## src/rtl/layer_mem_arbiter.sv

```systemverilog
// layer_mem_arbiter
//   Round-robin arbiter and sequencer for the shared layer-memory port used by
//   the CNN layer engines (0 = conv writer, 1 = max-pool, 2 = flatten).
//   Issues at most one memory operation per cycle, registers every
//   memory-side signal and routes read data back to the issuing requester.
//
// Ports
//   clk, reset          rising-edge clock, asynchronous active-high reset
//   req/we              per-requester request and write(1)/read(0) flag
//   sel/addr/wdata      per-requester packed select [3i+2:3i], address, data
//   gnt                 one-hot grant (combinational)
//   rvalid/rdata        one-hot read return and broadcast read data
//   busy                command on the port or read still in flight
//   cwr/caddr_wr/cdata_wr, crd/caddr_rd, cdata_rd, csel   memory port
module layer_mem_arbiter #(
    parameter int unsigned NREQ   = 3,
    parameter int unsigned ADDR_W = 12,
    parameter int unsigned DATA_W = 20,
    parameter int unsigned RD_LAT = 1
) (
    input  logic                     clk,
    input  logic                     reset,
    input  logic [NREQ-1:0]          req,
    input  logic [NREQ-1:0]          we,
    input  logic [3*NREQ-1:0]        sel,
    input  logic [ADDR_W*NREQ-1:0]   addr,
    input  logic [DATA_W*NREQ-1:0]   wdata,
    output logic [NREQ-1:0]          gnt,
    output logic [NREQ-1:0]          rvalid,
    output logic [DATA_W-1:0]        rdata,
    output logic                     busy,
    output logic                     cwr,
    output logic [ADDR_W-1:0]        caddr_wr,
    output logic [DATA_W-1:0]        cdata_wr,
    output logic                     crd,
    output logic [ADDR_W-1:0]        caddr_rd,
    input  logic [DATA_W-1:0]        cdata_rd,
    output logic [2:0]               csel
);

    localparam int unsigned PTR_W = (NREQ > 2) ? 2 : 1;

    // Registered state
    logic [PTR_W-1:0]            ptr_q, ptr_d;
    logic                        cwr_q, cwr_d;
    logic                        crd_q, crd_d;
    logic [2:0]                  csel_q, csel_d;
    logic [ADDR_W-1:0]           caddr_wr_q, caddr_wr_d;
    logic [ADDR_W-1:0]           caddr_rd_q, caddr_rd_d;
    logic [DATA_W-1:0]           cdata_wr_q, cdata_wr_d;
    logic [NREQ-1:0]             rvalid_q, rvalid_d;
    logic [DATA_W-1:0]           rdata_q, rdata_d;
    logic                        busy_q, busy_d;
    // Stage k holds the one-hot owner of a read issued k cycles ago; stage 0
    // lines up with crd on the port, stage RD_LAT with cdata_rd being valid.
    logic [RD_LAT:0][NREQ-1:0]   tag_q, tag_d;

    // Arbitration results
    logic                        win_any;
    logic [PTR_W-1:0]            win_idx;
    logic [PTR_W-1:0]            cand;
    logic                        g_we;
    logic [2:0]                  g_sel;
    logic [ADDR_W-1:0]           g_addr;
    logic [DATA_W-1:0]           g_wdata;

    // Round-robin search from ptr; descending loop so the lowest offset wins.
    always_comb begin
        win_any = 1'b0;
        win_idx = '0;
        cand    = '0;
        for (int k = int'(NREQ) - 1; k >= 0; k--) begin
            cand = PTR_W'((int'(ptr_q) + k) % int'(NREQ));
            if (req[cand]) begin
                win_any = 1'b1;
                win_idx = cand;
            end
        end
        gnt = win_any ? (NREQ'(1) << win_idx) : '0;
    end

    // Select the winning requester's command fields.
    always_comb begin
        g_we    = 1'b0;
        g_sel   = '0;
        g_addr  = '0;
        g_wdata = '0;
        for (int unsigned i = 0; i < NREQ; i++) begin
            if (win_idx == PTR_W'(i)) begin
                g_we    = we[i];
                g_sel   = sel[3*i +: 3];
                g_addr  = addr[ADDR_W*i +: ADDR_W];
                g_wdata = wdata[DATA_W*i +: DATA_W];
            end
        end
    end

    // Next-state: command register, pointer, read-tag pipeline, return path.
    always_comb begin
        ptr_d      = ptr_q;
        cwr_d      = 1'b0;
        crd_d      = 1'b0;
        csel_d     = csel_q;
        caddr_wr_d = caddr_wr_q;
        caddr_rd_d = caddr_rd_q;
        cdata_wr_d = cdata_wr_q;
        rvalid_d   = '0;
        rdata_d    = rdata_q;
        tag_d      = '0;

        // win_any already implies req, so it marks a completed handshake.
        if (win_any) begin
            ptr_d  = PTR_W'((int'(win_idx) + 1) % int'(NREQ));
            csel_d = g_sel;
            if (g_we) begin
                cwr_d      = 1'b1;
                caddr_wr_d = g_addr;
                cdata_wr_d = g_wdata;
            end else begin
                crd_d      = 1'b1;
                caddr_rd_d = g_addr;
                tag_d[0]   = gnt;
            end
        end

        for (int unsigned k = 1; k <= RD_LAT; k++) begin
            tag_d[k] = tag_q[k-1];
        end

        // Capture memory data while the oldest tag is at the data-valid stage.
        rvalid_d = tag_q[RD_LAT];
        if (|tag_q[RD_LAT]) begin
            rdata_d = cdata_rd;
        end

        // The rvalid cycle counts as part of the read still being in flight.
        busy_d = cwr_d | crd_d | (|rvalid_d) | (|tag_d);
    end

    // State register.
    always_ff @(posedge clk or posedge reset) begin
        if (reset) begin
            ptr_q      <= '0;
            cwr_q      <= 1'b0;
            crd_q      <= 1'b0;
            csel_q     <= '0;
            caddr_wr_q <= '0;
            caddr_rd_q <= '0;
            cdata_wr_q <= '0;
            rvalid_q   <= '0;
            rdata_q    <= '0;
            busy_q     <= 1'b0;
            tag_q      <= '0;
        end else begin
            ptr_q      <= ptr_d;
            cwr_q      <= cwr_d;
            crd_q      <= crd_d;
            csel_q     <= csel_d;
            caddr_wr_q <= caddr_wr_d;
            caddr_rd_q <= caddr_rd_d;
            cdata_wr_q <= cdata_wr_d;
            rvalid_q   <= rvalid_d;
            rdata_q    <= rdata_d;
            busy_q     <= busy_d;
            tag_q      <= tag_d;
        end
    end

    assign cwr      = cwr_q;
    assign crd      = crd_q;
    assign csel     = csel_q;
    assign caddr_wr = caddr_wr_q;
    assign caddr_rd = caddr_rd_q;
    assign cdata_wr = cdata_wr_q;
    assign rvalid   = rvalid_q;
    assign rdata    = rdata_q;
    assign busy     = busy_q;

endmodule

```

## config.mk

```make
export PLATFORM = sky130hd
export DESIGN_NAME = layer_mem_arbiter
export DESIGN_NICKNAME = d
export VERILOG_FILES = /design/src/rtl/layer_mem_arbiter.sv
export SDC_FILE = /design/constraint.sdc
export NUM_CORES = 1
export LEC_CHECK = 0
export ABC_CLOCK_PERIOD_IN_PS = 3300
export CAP_MARGIN = 5
export CELL_PAD_IN_SITES_DETAIL_PLACEMENT = 0
export CELL_PAD_IN_SITES_GLOBAL_PLACEMENT = 1
export CORE_MARGIN = 4
export CORE_UTILIZATION = 29
export DETAILED_ROUTE_END_ITERATION = 10
export PLACE_DENSITY = 0.92
export SLEW_MARGIN = 0
export SYNTH_ARGS = -nofsm -noshare
export SYNTH_HDL_FRONTEND = slang
export SYNTH_SLANG_ARGS = --single-unit
```

## constraint.sdc

```tcl
create_clock -name clk -period 3.3 [get_ports clk]
set_input_delay 0.33 -clock clk [delete_from_list [all_inputs] [get_ports clk]]
set_output_delay 0.33 -clock clk [all_outputs]
set_load 0.02 [all_outputs]
```

# ---- Yosys cells after proc, flatten, opt, wreduce, memory -nomap -nowiden
# Cells that the tools add are included.
dict set report totals {
  ff_bits 81
  input_bits 133
  out_inout_bits 76
  wordCells 65
}
dict set report op_classes {
  add_sub_neg 3
  n_div 4
  magnitude_cmp 3
  n_eq_ne 2
  n_shift 1
  mux 31
  n_bitwise 4
  reduce_logical 5
}
# op n
set ops {}
lappend ops {{$mod 32x3->32 const B} 3}
lappend ops {{$mux 20} 3}
lappend ops {{$mux 12} 3}
lappend ops {{$mod 3x3->32 const B} 1}
lappend ops {{$mux 3} 6}
lappend ops {{$mux 1} 13}
lappend ops {{$lt 2x3->1 const B} 3}
lappend ops {{$add 2x1->3 const B} 2}
lappend ops {{$bmux 1 s2} 3}
lappend ops {{$mux 2} 3}
lappend ops {{$reduce_or 6->1} 1}
lappend ops {{$reduce_and 2->1} 2}
lappend ops {{$add 2x2->3 const B} 1}
lappend ops {{$or 1x1->1} 3}
lappend ops {{$reduce_or 3->1} 1}
lappend ops {{$shl 1x2->3 const A} 1}
lappend ops {{$eq 2x1->1 const B} 1}
lappend ops {{$eq 2x2->1 const B} 1}
lappend ops {{$logic_not 2->1} 1}
lappend ops {{$not 1->1} 1}

# ---- Longest topological paths before layout
dict set report logic_depth {
  word_depth 16
  ltp_mapped 11
  mapped_depth_nobuf 9
}

# ---- Worst setup path before layout
# Ideal clock, no wire load.
dict set report synth_path {
  kind {flip-flop to output port}
  startpoint {register ptr_q[0]}
  endpoint {output port gnt[1]}
  arrival_time_ns 2.164
  t_required_ns 2.970
  slack_ns 0.806
  path_stages_with_launch 9
  path_buffers 1
  cell_sequence {dfrtp_1 -> inv_1 -> ha_1 -> nor2b_1 -> a211o_1 -> nand3_2 -> inv_1 -> buf_2 -> nor3_1}
}
dict set report synth_between {
  elab_chain_cells 9
  word_cells_on_any_way 19
  cone_classes {add/sub: 2; div: 3; shift: 1; mux: 13}
}
# item line_no
set synth_lines {}
lappend synth_lines {{from (decl)} 44} ;# logic [PTR_W-1:0] ptr_q, ptr_d;
lappend synth_lines {{from (signal assigned)} 155} ;# ptr_q <= ptr_d;
lappend synth_lines {{$add 2x2->3} 73} ;# cand = PTR_W'((int'(ptr_q) + k) % int'(NREQ));
lappend synth_lines {{$mod 32x3->32} 73}
lappend synth_lines {{$bmux 1 s2} 74} ;# if (req[cand]) begin
lappend synth_lines {{$mux 1 (not written as such)} 74}
lappend synth_lines {{$mux 2 (3 in series)} 74}
lappend synth_lines {{$shl 1x2->3} 79} ;# gnt = win_any ? (NREQ'(1) << win_idx) : '0;
lappend synth_lines {{$mux 3 (*)} 79}
lappend synth_lines {{to (decl)} 28} ;# output logic [NREQ-1:0] gnt,
# Every way passes the cells marked *; elsewhere a longest branch is shown, timed or not. The select of a mux whose other input is x is not followed.

# ---- Worst setup path in the final report
dict set report layout_path {
  startpoint {register ptr_q[1]}
  endpoint {output port gnt[2]}
}
# The elaborated chain is that of the path after synthesis.

==> impl_metrics.ini <==
[clock_tree]
htree_levels = 3
cts_tree = yes
clockBufferDepth = 2
numCtsBuffers = 9
cts.sinks = 81
clk_pin_slew_ns = 0.06
post-cts-setup-buffers = 0
clkLatencyLatePin_ns = 0.33
clock-root-buffer = clkbuf_16

[pwr]
pwr_density_cell_nw_per_um2 = 1160
switching_share_pct = 40.4
internal_power_mw = 4.52
power_mw = 7.59
seqPwrFrac_pct = 23.0
power_frac_clock_pct = 14.2
leakage_nw = 2.82
p_comb_share_pct = 62.8
switchingPower_mw = 3.07
peakVddDrop_mv = 0.563

[global_route]
grt_max_degree = 82
grt_pass1_wl_um = 21400
gr-total-overflow = 0
grt.met1_usage_pct = 20.2
grt_pass1_vias = 3804
grt_use_total_pct = 17.2
antenna_found_initial = 0
grt_use_met2_pct = 30.3
grt-busiest-layer = met2
grtUsageMet3_pct = 3.04

[detailed_routing]
drtPass1Iterations = 4
drc = 0
num_vias = 3499
first_iter_violations = 140
drtAntennaViolNets = 0
vias_per_cell = 4.86
wl_per_cell_um = 18.2
wirelength_um = 13100

[floorplanning]
initial_core_util_pct = 29.7
top_level_ports = 209
die_area_sq_um = 15500
core-area_sq_um = 13200
die_x_um = 124
rows = 42
die_h_um = 124

[worst_setup_path]
rr_startpoint = ptr_q[0]
startpoint = ptr_q[1]
worstSetupPathType = flip-flop to output pin
crit_path_cell_trace = ha_2 > nor2b_1 > a211o_1 > nand3_2 > inv_1 > buf_4 > clkdlybuf4s50_1
reg2reg_depth = 8
crit_end = gnt[2]
r2r_end = caddr_rd[10]
worst_setup_path_end_kind = output pin
cp.required_ns = 2.97
cp.arrival_ns = 2.81
start_kind = flip-flop
reg2reg_setup_slack_ns = 0.43
slowest_stage = clkdlybuf4s50_1
critPathMaxStageDelay_ns = 0.66
cp_max_fo = 20

[sta]
period_share_pct = 95.2
worst_pin_slew_ns = 0.704
drv_slew = 0
period_needed_ns = 3.14
skew_ns = 0.00621
fmax_mhz = 318
hold_violations = 0
setup_viol = 0
slew_headroom_pct = 53.1

[logic_synthesis]
syn_area_sq_um = 3940
yosys_register_bits = 81
synthTopCellsByCount = dfrtp_1, and3_1, mux2_2, o21ai_0, nand2_1
synth_area_per_cell_sq_um = 11.8
ys.flop_type = dfrtp_1
synth.top_cell.area_share_pct = 51.5
syn_nets = 469
synthCells = 333
async_flop_share_pct = 100
ys_types = 42
synthTopCellsByArea = dfrtp_1, mux2_2, mux2_4, a221oi_1, and3_1
synth_edf_count = 0
ys.warnings.count = 0
synth.most_common_cell = dfrtp_1
synth_seq_area_share_pct = 51.5
synth_top_area_cell = dfrtp_1

[placement]
place_area_sq_um = 6220
gp_congestion = 0.839
place_hpwl_um = 10100
port_buffers = 208

[run_status]
status = finished clean

[layout]
nFillCells = 1222
fin_area_sq_um = 6550
final_util_pct = 49.5
drive_gt1_share_pct = 15.4
nNetsFinal = 675
diodes = 0
area_delta_synth_final_pct = 66.6

[worst_hold_path]
hold_class = flip-flop to flip-flop
whs_path_depth = 0

[job]
maxCapViolCount = 0
## cells by family after synthesis
family / Yosys count / share of synthesized area (%)
multiplexers: 46 / 14.8
AND/OR/NAND/NOR: 87 / 12.6
AO/OA/AOI/OAI: 83 / 15.9
adder cells (fa/ha/maj): 3 / 0.954
buffers and inverters: 33 / 4.17
flip-flops: 81 / 51.5
## per-stage QoR
step	worst slack (ns)	instances	hold slack [ns]	setup TNS [ns]
2_1_floorplan	0.806	333	0.355	0
3_3_place_gp	0.425	704	0.360	0
3_5_place_dp	0.393	704	0.361	0
4_1_cts	0.0417	720	0.376	0
5_1_grt	-0.00865	720	0.379	-0.0144
6_report	0.159	720	0.377	0
## power groups by stage
stage / Combinational, mW / Sequential, mW / Clock [mW]
2_1_floorplan: 2.54 / 2.25 / 0
3_3_place_gp: 4.70 / 1.73 / 0
3_5_place_dp: 4.80 / 1.77 / 0
4_1_cts: 4.81 / 1.75 / 1.11
5_1_grt: 5.15 / 1.81 / 1.16
6_report: 4.77 / 1.75 / 1.08
## layer usage
layer / part of all wire (%) / vias up
met5: 0 / -
met4: 3.0 / 0
met3: 3.9 / 25
met2: 52 / 97
met1: 41 / 1723
li1: - / 1654
## layout by cell type (no fill, tap or decap), types with 2 or more instances in the layout
master and n:
clkinv_2 3, a21o_1 3, dfrtp_1 81, inv_1 6, ha_2 2, clkdlybuf4s50_1 208, nor3_2 2, nand4b_1 2
o21a_1 3, buf_4 11, a221oi_1 23, nand4_1 2, mux2_4 18, a21oi_1 3, nor2b_1 6, nor3_1 4
bufinv_16 2, nand2b_1 2, mux2_2 27, o21ai_1 6, nor2_1 5, clkbuf_16 9, a221o_1 12, o21ai_0 26
nand2_1 24, and3_1 32
## cell type report
class	count	area, sq um	share of cell area, %
multi-input combinational	219	1770	27.0
clock buffer	11	243	3.70
inverter	8	31.3	0.477
sequential	81	2030	30.9
timing repair buffer	220	2180	33.3
tap	176	220	3.36
clock inverter	5	78.8	1.20
## worst min-delay path by stage
| stage | end | start |
|---|---|---|
| finish | rvalid_d[0] | tag_d[3] |
| global route | rvalid_d[0] | tag_d[3] |
| CTS | rvalid_d[0] | tag_d[3] |
| detailed placement | rvalid_d[0] | tag_d[3] |
| global placement | rvalid_d[0] | tag_d[3] |
| floorplan | rvalid[2] | rvalid_d[2] |
## critical path: cells and delay by family, from the launching register on
kind,cells,cell delay (ns)
buffers and inverters,3,1.19
adder cells (fa/ha/maj),1,0.42
flip-flops,1,0.41
AND/OR/NAND/NOR,2,0.28
AO/OA/AOI/OAI,1,0.17
## what timing repair did
| item | 4_1_cts | 5_1_grt |
|---|---|---|
| resized for setup | 0 | 3 |
| endpoints found under the setup margin | 0 | 3 |
| hold buffers | 0 | 0 |
| hold endpoints to repair | 0 | 0 |
## state kept, by name, indices dropped and copies added, names as in the netlist
register / cells
cdata_wr: 20
crd: 1
cwr: 1
ptr_q: 2
rvalid: 3
rvalid_d: 3
rdata: 20
csel: 3
caddr_rd: 12
tag_d: 3
caddr_wr: 12
busy: 1
(Power assumes the default switching activity.)
